### src/rtl/wallace_mult8x8_seq_pkg.sv
// Shared types and constants for the iterative 8x8 multiplier built on one 4x4 Wallace tree.
package wallace_mult8x8_seq_pkg;

    typedef enum logic [1:0] {
        ST_IDLE = 2'd0,
        ST_MUL  = 2'd1,
        ST_DONE = 2'd2
    } state_t;

    localparam logic [1:0] STEP_LAST = 2'd3;

    typedef struct packed {
        logic [3:0] a;
        logic [3:0] b;
    } nib_pair_t;

    // Left shift applied to the 4x4 partial product at each step (0, 4, 4, 8).
    function automatic logic [3:0] step_shift(input logic [1:0] step);
        case (step)
            2'd0:    return 4'd0;
            2'd1:    return 4'd4;
            2'd2:    return 4'd4;
            default: return 4'd8;
        endcase
    endfunction

    function automatic nib_pair_t select_nibbles(input logic [1:0] step,
                                                 input logic [7:0] a,
                                                 input logic [7:0] b);
        nib_pair_t p;
        case (step)
            2'd0: begin p.a = a[3:0]; p.b = b[3:0]; end
            2'd1: begin p.a = a[7:4]; p.b = b[3:0]; end
            2'd2: begin p.a = a[3:0]; p.b = b[7:4]; end
            default: begin p.a = a[7:4]; p.b = b[7:4]; end
        endcase
        return p;
    endfunction

endpackage

### src/rtl/wallace_mult8x8_seq_tree.sv
// 4x4 unsigned Wallace tree multiplier: two carry-save 3:2 levels then one final adder.
module WallaceTree4x4 (
    input  logic [3:0] A,
    input  logic [3:0] B,
    output logic [7:0] Product
);

    logic [7:0] r0, r1, r2, r3;
    logic [7:0] s1, m1, c1;
    logic [7:0] s2, m2, c2;

    assign r0 = {4'b0000, A & {4{B[0]}}};
    assign r1 = {3'b000, A & {4{B[1]}}, 1'b0};
    assign r2 = {2'b00, A & {4{B[2]}}, 2'b00};
    assign r3 = {1'b0, A & {4{B[3]}}, 3'b000};

    // Carries never leave bit 7: the true product is at most 225.
    assign s1 = r0 ^ r1 ^ r2;
    assign m1 = (r0 & r1) | (r0 & r2) | (r1 & r2);
    assign c1 = {m1[6:0], 1'b0};

    assign s2 = s1 ^ c1 ^ r3;
    assign m2 = (s1 & c1) | (s1 & r3) | (c1 & r3);
    assign c2 = {m2[6:0], 1'b0};

    assign Product = s2 + c2;

endmodule

### src/rtl/wallace_mult8x8_seq.sv
// Iterative 8x8 unsigned multiplier: four nibble products through one 4x4 tree, shift-accumulated.
module wallace_mult8x8_seq
    import wallace_mult8x8_seq_pkg::*;
#(
    parameter bit CLEAR_ON_START = 1'b0
) (
    input  logic        Clk,
    input  logic        Reset_n,
    input  logic        Start,
    input  logic [7:0]  A,
    input  logic [7:0]  B,
    output logic [15:0] Product,
    output logic        Busy,
    output logic        Done
);

    state_t      state, state_next;
    logic [7:0]  a_q, b_q;
    logic [1:0]  step;
    logic [15:0] acc, acc_next, product_q;
    logic        accept;
    nib_pair_t   nib;
    logic [7:0]  pp;

    assign accept = Start && (state == ST_IDLE || state == ST_DONE);
    assign nib    = select_nibbles(step, a_q, b_q);

    WallaceTree4x4 u_tree (
        .A       (nib.a),
        .B       (nib.b),
        .Product (pp)
    );

    assign acc_next = acc + ({8'h00, pp} << step_shift(step));

    // NOTE: sequential state uses non-blocking (<=) so every register samples pre-edge values.
    always_ff @(posedge Clk or negedge Reset_n) begin
        if (!Reset_n) state <= ST_IDLE;
        else          state <= state_next;
    end

    // NOTE: default assignment first so no path through the case leaves state_next unassigned (no latch).
    always_comb begin
        state_next = state;
        unique case (state)
            ST_IDLE: if (Start) state_next = ST_MUL;
            ST_MUL:  if (step == STEP_LAST) state_next = ST_DONE;
            ST_DONE: state_next = Start ? ST_MUL : ST_IDLE;
            default: state_next = ST_IDLE;
        endcase
    end

    always_comb begin
        Busy = (state == ST_MUL);
        Done = (state == ST_DONE);
    end

    // Start during MUL is ignored: accept only fires from IDLE/DONE.
    always_ff @(posedge Clk or negedge Reset_n) begin
        if (!Reset_n) begin
            a_q       <= 8'h00;
            b_q       <= 8'h00;
            step      <= 2'd0;
            acc       <= 16'h0000;
            product_q <= 16'h0000;
        end else if (accept) begin
            a_q  <= A;
            b_q  <= B;
            step <= 2'd0;
            acc  <= 16'h0000;
            if (CLEAR_ON_START) product_q <= 16'h0000;
        end else if (state == ST_MUL) begin
            acc  <= acc_next;
            step <= step + 2'd1;
            if (step == STEP_LAST) product_q <= acc_next;
        end
    end

    assign Product = product_q;

endmodule

### config.mk
export PLATFORM = sky130hd
export DESIGN_NAME = wallace_mult8x8_seq
export DESIGN_NICKNAME = d
export VERILOG_FILES = /design/src/rtl/wallace_mult8x8_seq_pkg.sv /design/src/rtl/wallace_mult8x8_seq_tree.sv /design/src/rtl/wallace_mult8x8_seq.sv
export SDC_FILE = /design/constraint.sdc
export NUM_CORES = 1
export LEC_CHECK = 0
export ABC_AREA = 0
export CAP_MARGIN = 20
export CORE_ASPECT_RATIO = 0.8
export CORE_MARGIN = 4
export CORE_UTILIZATION = 40
export DETAILED_ROUTE_END_ITERATION = 8
export GPL_TIMING_DRIVEN = 0
export SLEW_MARGIN = 20
export SYNTH_ARGS = -nofsm -noshare
export SYNTH_HDL_FRONTEND = slang
export SYNTH_SLANG_ARGS = --single-unit
### constraint.sdc
create_clock -name Clk -period 4.75 [get_ports Clk]
set_input_delay 0.95 -clock Clk [delete_from_list [all_inputs] [get_ports Clk]]
set_output_delay 0.95 -clock Clk [all_outputs]
set_load 0.02 [all_outputs]
[After elaboration in Yosys (flattened, before gate mapping)]
Index checks and enable logic that the tools add are counted.
Cells by class
  $add $sub $neg: 3
  multiplexer cells: 10
  equal/unequal tests: 7
  reductions and logical operators: 8
  shifts and indexed selects: 1
  bitwise logic cells: 19
Operators with widths (count)
  two-way mux 16 bit: 2
  one-hot mux 8 bit (3 select lines): 1
  bitwise AND 7 bit: 3
  bitwise OR 7 bit: 3
  adder 16 bit: 1
  bitwise AND 4 bit: 4
  << shifter 8 x 4 -> 16 bit: 1
  adder 8 bit: 1
  two-way mux 2 bit: 4
  one-hot mux 4 bit (2 select lines): 1
  bitwise XOR 8 x 7 -> 8 bit: 1
  bitwise XOR 8 bit: 1
  bitwise OR 7 x 6 -> 7 bit: 1
  bitwise AND 4 x 6 -> 6 bit: 1
  bitwise AND 5 x 6 -> 6 bit: 1
  equality test 2 bit, second input constant: 3
  one-hot mux 2 bit (3 select lines): 1
  bitwise XOR 5 x 6 -> 6 bit: 1
  bitwise AND 4 x 5 -> 5 bit: 1
  bitwise XOR 4 x 5 -> 5 bit: 1
  equality test 2 x 1 -> 1 bit, second input constant: 2
  logical NOT 2 bit: 2
  AND reduction 3 bit: 1
  adder 2 x 1 -> 2 bit, second input constant: 1
  other kinds (9): 9
Storage, ports and cells
  output and inout bits: 18
  register bits after elaboration: 52
  logic and storage cells: 54
  input bits: 19

[Depth between registers and ports, before layout]
  word-level depth: 14
  mapped depth: 20
  gate-level depth less buffers: 20

[By module]
From an unflattened synthesis, not the netlist that was laid out.
Second synthesis, totals
  cells, all modules: 363
  area, all modules: 3320.7 um2
Modules (own cells, without submodules)
  wallace_mult8x8_seq: area an instance 2946.6 um2, times used 1, cells an instance 319
  WallaceTree4x4: area an instance 374.1 um2, times used 1, cells an instance 44

[Worst setup path before layout]
No wires, ideal clock.
  path kind: register to register
  start: register step[0]
  end: register acc[12]
  stages on the path, launching flop included: 20
  setup slack: -249 ps
  buffers on the path: 1
  data required time: 4681 ps
  arrival time: 4930 ps
  cells stage by stage: dfrtp_1 ha_1 o21ba_2 a22oi_1 or2_2 fa_1 inv_1 fa_1 ha_1 fa_1 a21o_1 a211oi_1 nor3_1 ha_1 buf_2 a21o_1 a2bb2oi_4 a21boi_2 or4_1 nand3_1
Between the ends
  word-level cells in the longest chain between the ends: 14
Ends and longest elaborated chain
  from (decl): line wallace_mult8x8_seq.sv:19  | logic [1:0] step;
  from (signal assigned): line wallace_mult8x8_seq.sv:74  | step <= step + 2'd1;
  equality test 2 bit (tied with other cells): line wallace_mult8x8_seq_pkg.sv:19, wallace_mult8x8_seq_pkg.sv:31
  one-hot mux 8 bit (3 select lines): line wallace_mult8x8_seq_pkg.sv:31  | case (step)
  bitwise AND 4 bit (on tied branches): line wallace_mult8x8_seq_tree.sv:12, wallace_mult8x8_seq_tree.sv:13, wallace_mult8x8_seq_tree.sv:14
  bitwise AND 4 x 5 -> 5 bit or bitwise AND 4 x 6 -> 6 bit (tied branches): line wallace_mult8x8_seq_tree.sv:19  | assign m1 = (r0 & r1) | (r0 & r2) | (r1 & r2);
  bitwise OR 7 bit: line wallace_mult8x8_seq_tree.sv:19
  bitwise OR 7 x 6 -> 7 bit: line wallace_mult8x8_seq_tree.sv:19
  bitwise AND 7 bit: line wallace_mult8x8_seq_tree.sv:23  | assign m2 = (s1 & c1) | (s1 & r3) | (c1 & r3);
  bitwise OR 7 bit (2 in a row): line wallace_mult8x8_seq_tree.sv:23
  adder 8 bit: line wallace_mult8x8_seq_tree.sv:26  | assign Product = s2 + c2;
  << shifter 8 x 4 -> 16 bit *: line wallace_mult8x8_seq.sv:34  | assign acc_next = acc + ({8'h00, pp} << step_shift(step));
  adder 16 bit *: line wallace_mult8x8_seq.sv:34
  two-way mux 16 bit *: line wallace_mult8x8_seq.sv:72  | end else if (state == ST_MUL) begin
  two-way mux 16 bit *: line wallace_mult8x8_seq.sv:66  | end else if (accept) begin
  to (signal assigned): line wallace_mult8x8_seq.sv:73  | acc <= acc_next;
  to (decl): line wallace_mult8x8_seq.sv:20  | logic [15:0] acc, acc_next, product_q;
Mark *: on every way between the ends. The rest lies on a longest branch, timed or not. The select of a mux whose other input is x is not followed.
A chain may end at the register's enable or synchronous reset.

[Worst setup path after layout]
  start: register step[0]
  end: register product_q[12], in the netlist Product[12]
Between the ends
  word-level cells in the longest chain between the ends: 12
Ends and longest elaborated chain
  equality test 2 bit (tied with other cells): line wallace_mult8x8_seq_pkg.sv:19, wallace_mult8x8_seq_pkg.sv:31
  one-hot mux 8 bit (3 select lines): line wallace_mult8x8_seq_pkg.sv:31
  bitwise AND 4 bit (on tied branches): line wallace_mult8x8_seq_tree.sv:12, wallace_mult8x8_seq_tree.sv:13, wallace_mult8x8_seq_tree.sv:14
  bitwise AND 4 x 5 -> 5 bit or bitwise AND 4 x 6 -> 6 bit (tied branches): line wallace_mult8x8_seq_tree.sv:19
  bitwise OR 7 bit: line wallace_mult8x8_seq_tree.sv:19
  bitwise OR 7 x 6 -> 7 bit: line wallace_mult8x8_seq_tree.sv:19
  bitwise AND 7 bit: line wallace_mult8x8_seq_tree.sv:23
  bitwise OR 7 bit (2 in a row): line wallace_mult8x8_seq_tree.sv:23
  adder 8 bit: line wallace_mult8x8_seq_tree.sv:26
  << shifter 8 x 4 -> 16 bit: line wallace_mult8x8_seq.sv:34
  adder 16 bit: line wallace_mult8x8_seq.sv:34
  to (signal assigned): line wallace_mult8x8_seq.sv:75  | if (step == STEP_LAST) product_q <= acc_next;
  to (decl): line wallace_mult8x8_seq.sv:20
Parallel ways exist; a longest one is shown, timed or not.

==> results.sh <==
export IMPL_fp_row_count=29
export IMPL_die_area_um2=10100
export IMPL_worstPathArrival_ps=5260
export IMPL_postSynthAreaPerCell_um2=9.82
export IMPL_io_pins=37
export IMPL_ys_seq_area_share_pct=37.9
export IMPL_cts_buffer_depth=2
export IMPL_path_buf_inv=2
export IMPL_htree_num_levels=2
export IMPL_firstDrtPassIters=5
export IMPL_wire_per_inst_um=17.5
export IMPL_drive_gt1_share_pct=35.2
export IMPL_core_area_um2=8130
export IMPL_relSlewSlack_pct=55.3
export IMPL_grt_usage_pct=18.6
export IMPL_grt_pass1_vias=2987
export IMPL_mappedNetlistArea_um2=3440
export IMPL_dp_hpwl_mm=6.35
export IMPL_hold_slack_ps=484
export IMPL_fin_worst_skew_ps=16.3
export IMPL_ys_async_sr_fraction_pct=100
export IMPL_max_freq_mhz=199
export IMPL_status="finished with violations"
export IMPL_drc_errors=0
export IMPL_first_iter_violations=147
export IMPL_cp_cell_sequence="ha_4 -> o21ba_4 -> a22oi_2 -> or2_4 -> fa_1 -> inv_2 -> fa_1 -> ha_2 -> fa_2 -> a21o_1 -> a211oi_4 -> nor3_2 -> ha_1 -> buf_6 -> a21o_4 -> a2bb2oi_4 -> a21boi_2 -> or4_1 -> nand3_1"
export IMPL_period_minus_slack_ps=5010
export IMPL_routed_wl_mm=9.29
export IMPL_crit_path_end_kind="register"
export IMPL_clk_latency_ps=320
export IMPL_nets=474
export IMPL_ys_flop_type="dfrtp_1"
export IMPL_cap_violations=0
export IMPL_hold_violations=0
export IMPL_critPathTopFamily="adder cells"
export IMPL_dp_slack_ps=-567
export IMPL_ys_warnings_count=0
export IMPL_cts_made_buffers=5
export IMPL_synth_edf_count=0
export IMPL_place_congestion=0.913
export IMPL_timing_final_ws_setup_ps=-264
export IMPL_grt_ovfl_total=0
export IMPL_initial_utilization_pct=42.3
export IMPL_clkSinkCount=52
export IMPL_cts_tree="done"
export IMPL_crit_slowest_cell="fa_1"
export IMPL_critPathMaxFanout=7
export IMPL_finalCritPeriodShare_pct=106
export IMPL_area_growth_pct=36.4
export IMPL_grt_max_degree=53
export IMPL_die_w_um=112
export IMPL_hp_class="register to register"
export IMPL_critical_path_class="register to register"
export IMPL_violations="setup timing"
export IMPL_rsz0062_at_grt="true"
export IMPL_ys_ff_latch=52
export IMPL_synth_fp_nets=402
export IMPL_postCtsHoldBufs=0
export IMPL_cp_start_kind="register"
export IMPL_cp_common_cell="fa_1"
export IMPL_synthCells=350
export IMPL_grt_pass1_wl_mm=15.4
export IMPL_crit_required_ps=5000
export IMPL_drv_slew=0
export IMPL_cts_root_buffer="clkbuf_8"
export IMPL_ys_types=64
export IMPL_tightestPinTransition_ps=670
export IMPL_vias_per_cell=5.56
export IMPL_num_antenna_cells=0
export IMPL_fp_dieH_um=90.9
export IMPL_antenna_violating_nets_post_route=0
export IMPL_port_buffer_count=36
export IMPL_vias=2955
export IMPL_clk_pin_slew_ps=90
export IMPL_setup_violations=16
export IMPL_max_stage_delay_ps=550
export IMPL_grt_antenna_before_repair=0
[worst min-delay path: stages, from the launching register on]
cell and delay, ps:
dfrtp_1 350, nand2_1 50, o31ai_1 60
[final cells by class]
cell class              instances  area [µm²]
well taps                     108         135
inverters                      19        77.6
flip-flops and latches         52        1300
clock buffers                   6        82.6
repair buffers                 65         592
fillers                       720        3440
multi-input cells             268        2410
clock inverters                 2        10.0
plain buffers                  11        76.3
[sequential cells by signal, indices dropped and copies added (netlist names)]
name and cells:
state 2, step 2, b_q 8, a_q 8, Product 16, acc 16
[worst paths after layout]
| check | startpoint | to | slack (ps) | cells after the start |
|---|---|---|---|---|
| min reg2reg | Product[13] | Product[13] | 480 | 2 |
| min | Product[13] | Product[13] | 480 | 2 |
| max | step[0] | Product[12] | -260 | 19 |
| max in group asynchronous | Reset_n | step[1] | 3600 | 1 |
| max reg2reg | step[0] | Product[12] | -260 | 19 |
| min in group asynchronous | Reset_n | Product[3] | 660 | 1 |
[per-layer routing]
| layer | GRT usage [%] | routed length, µm |
|---|---|---|
| met3 | 3.01 | 478 |
| met4 | 4.66 | 137 |
| met1 | 28.7 | 4590 |
| met2 | 27.1 | 4080 |
| met5 | 0 | 0 |
[cells by family (layout without fill, tap and decap cells)]
| group | Yosys count | after routing | synth area share [%] |
|---|---|---|---|
| buf+inv | 30 | 103 | 4.22 |
| fa+ha+maj | 33 | 33 | 13.5 |
| flops | 52 | 52 | 37.9 |
| xor+xnor | 9 | 9 | 2.29 |
| simple gates | 106 | 106 | 14.6 |
| compound gates | 101 | 101 | 21.3 |
| mux | 19 | 19 | 6.19 |
[synth_stat cells (3+ instances only)]
cell / n / area share [%]
nor3_1: 7 / 1.0
fa_1: 7 / 4.1
ha_1: 26 / 9.5
dfrtp_1: 52 / 38
o31ai_1: 7 / 1.5
inv_2: 3 / 0.33
or2_2: 6 / 1.1
xnor2_1: 4 / 1.0
nand2b_1: 5 / 0.91
o22ai_1: 4 / 0.73
mux2_2: 17 / 5.6
o211ai_1: 4 / 0.87
xor2_1: 5 / 1.3
nand4_1: 3 / 0.55
a21oi_1: 13 / 1.9
a21o_1: 8 / 1.7
nor2_1: 25 / 2.7
a22oi_1: 8 / 1.7
inv_1: 14 / 1.5
o21ai_0: 15 / 2.2
nand3_1: 5 / 0.73
buf_2: 5 / 0.73
nand2_1: 41 / 4.5
o21ai_1: 11 / 1.6
[timing repair]
action | 4_1_cts | 5_1_grt
pin swaps | 33 | 10
gates resized for setup | 59 | 34
buffers inserted | 22 | 7
endpoints found under the setup margin | 21 | 21
[placed cells by master (no fill, tap or decap), types with 7 or more instances in the layout]
cell type,Yosys,layout
a22oi_2,0,7
a21o_1,8,7
clkdlybuf4s50_1,0,35
mux2_2,17,17
inv_1,14,10
buf_4,2,30
dfrtp_1,52,50
ha_1,26,17
nor2_1,25,23
o21ai_0,15,10
o21ai_1,11,12
nand2_1,41,39
[through the flow]
stage               cells  area, µm²  util, %  setup TNS (ps)
detailed placement    494       3940     48.5           -8310
floorplan             350       3450        -               0
finish                531       4690     57.7           -2170
global placement      494       3950     48.5           -8580
CTS                   524       4480     55.1           -1420
global route          531       4690     57.7           -5480
Power is not shown: default switching activity piles up to over one toggle a cycle in this logic, so the estimate is an artifact.
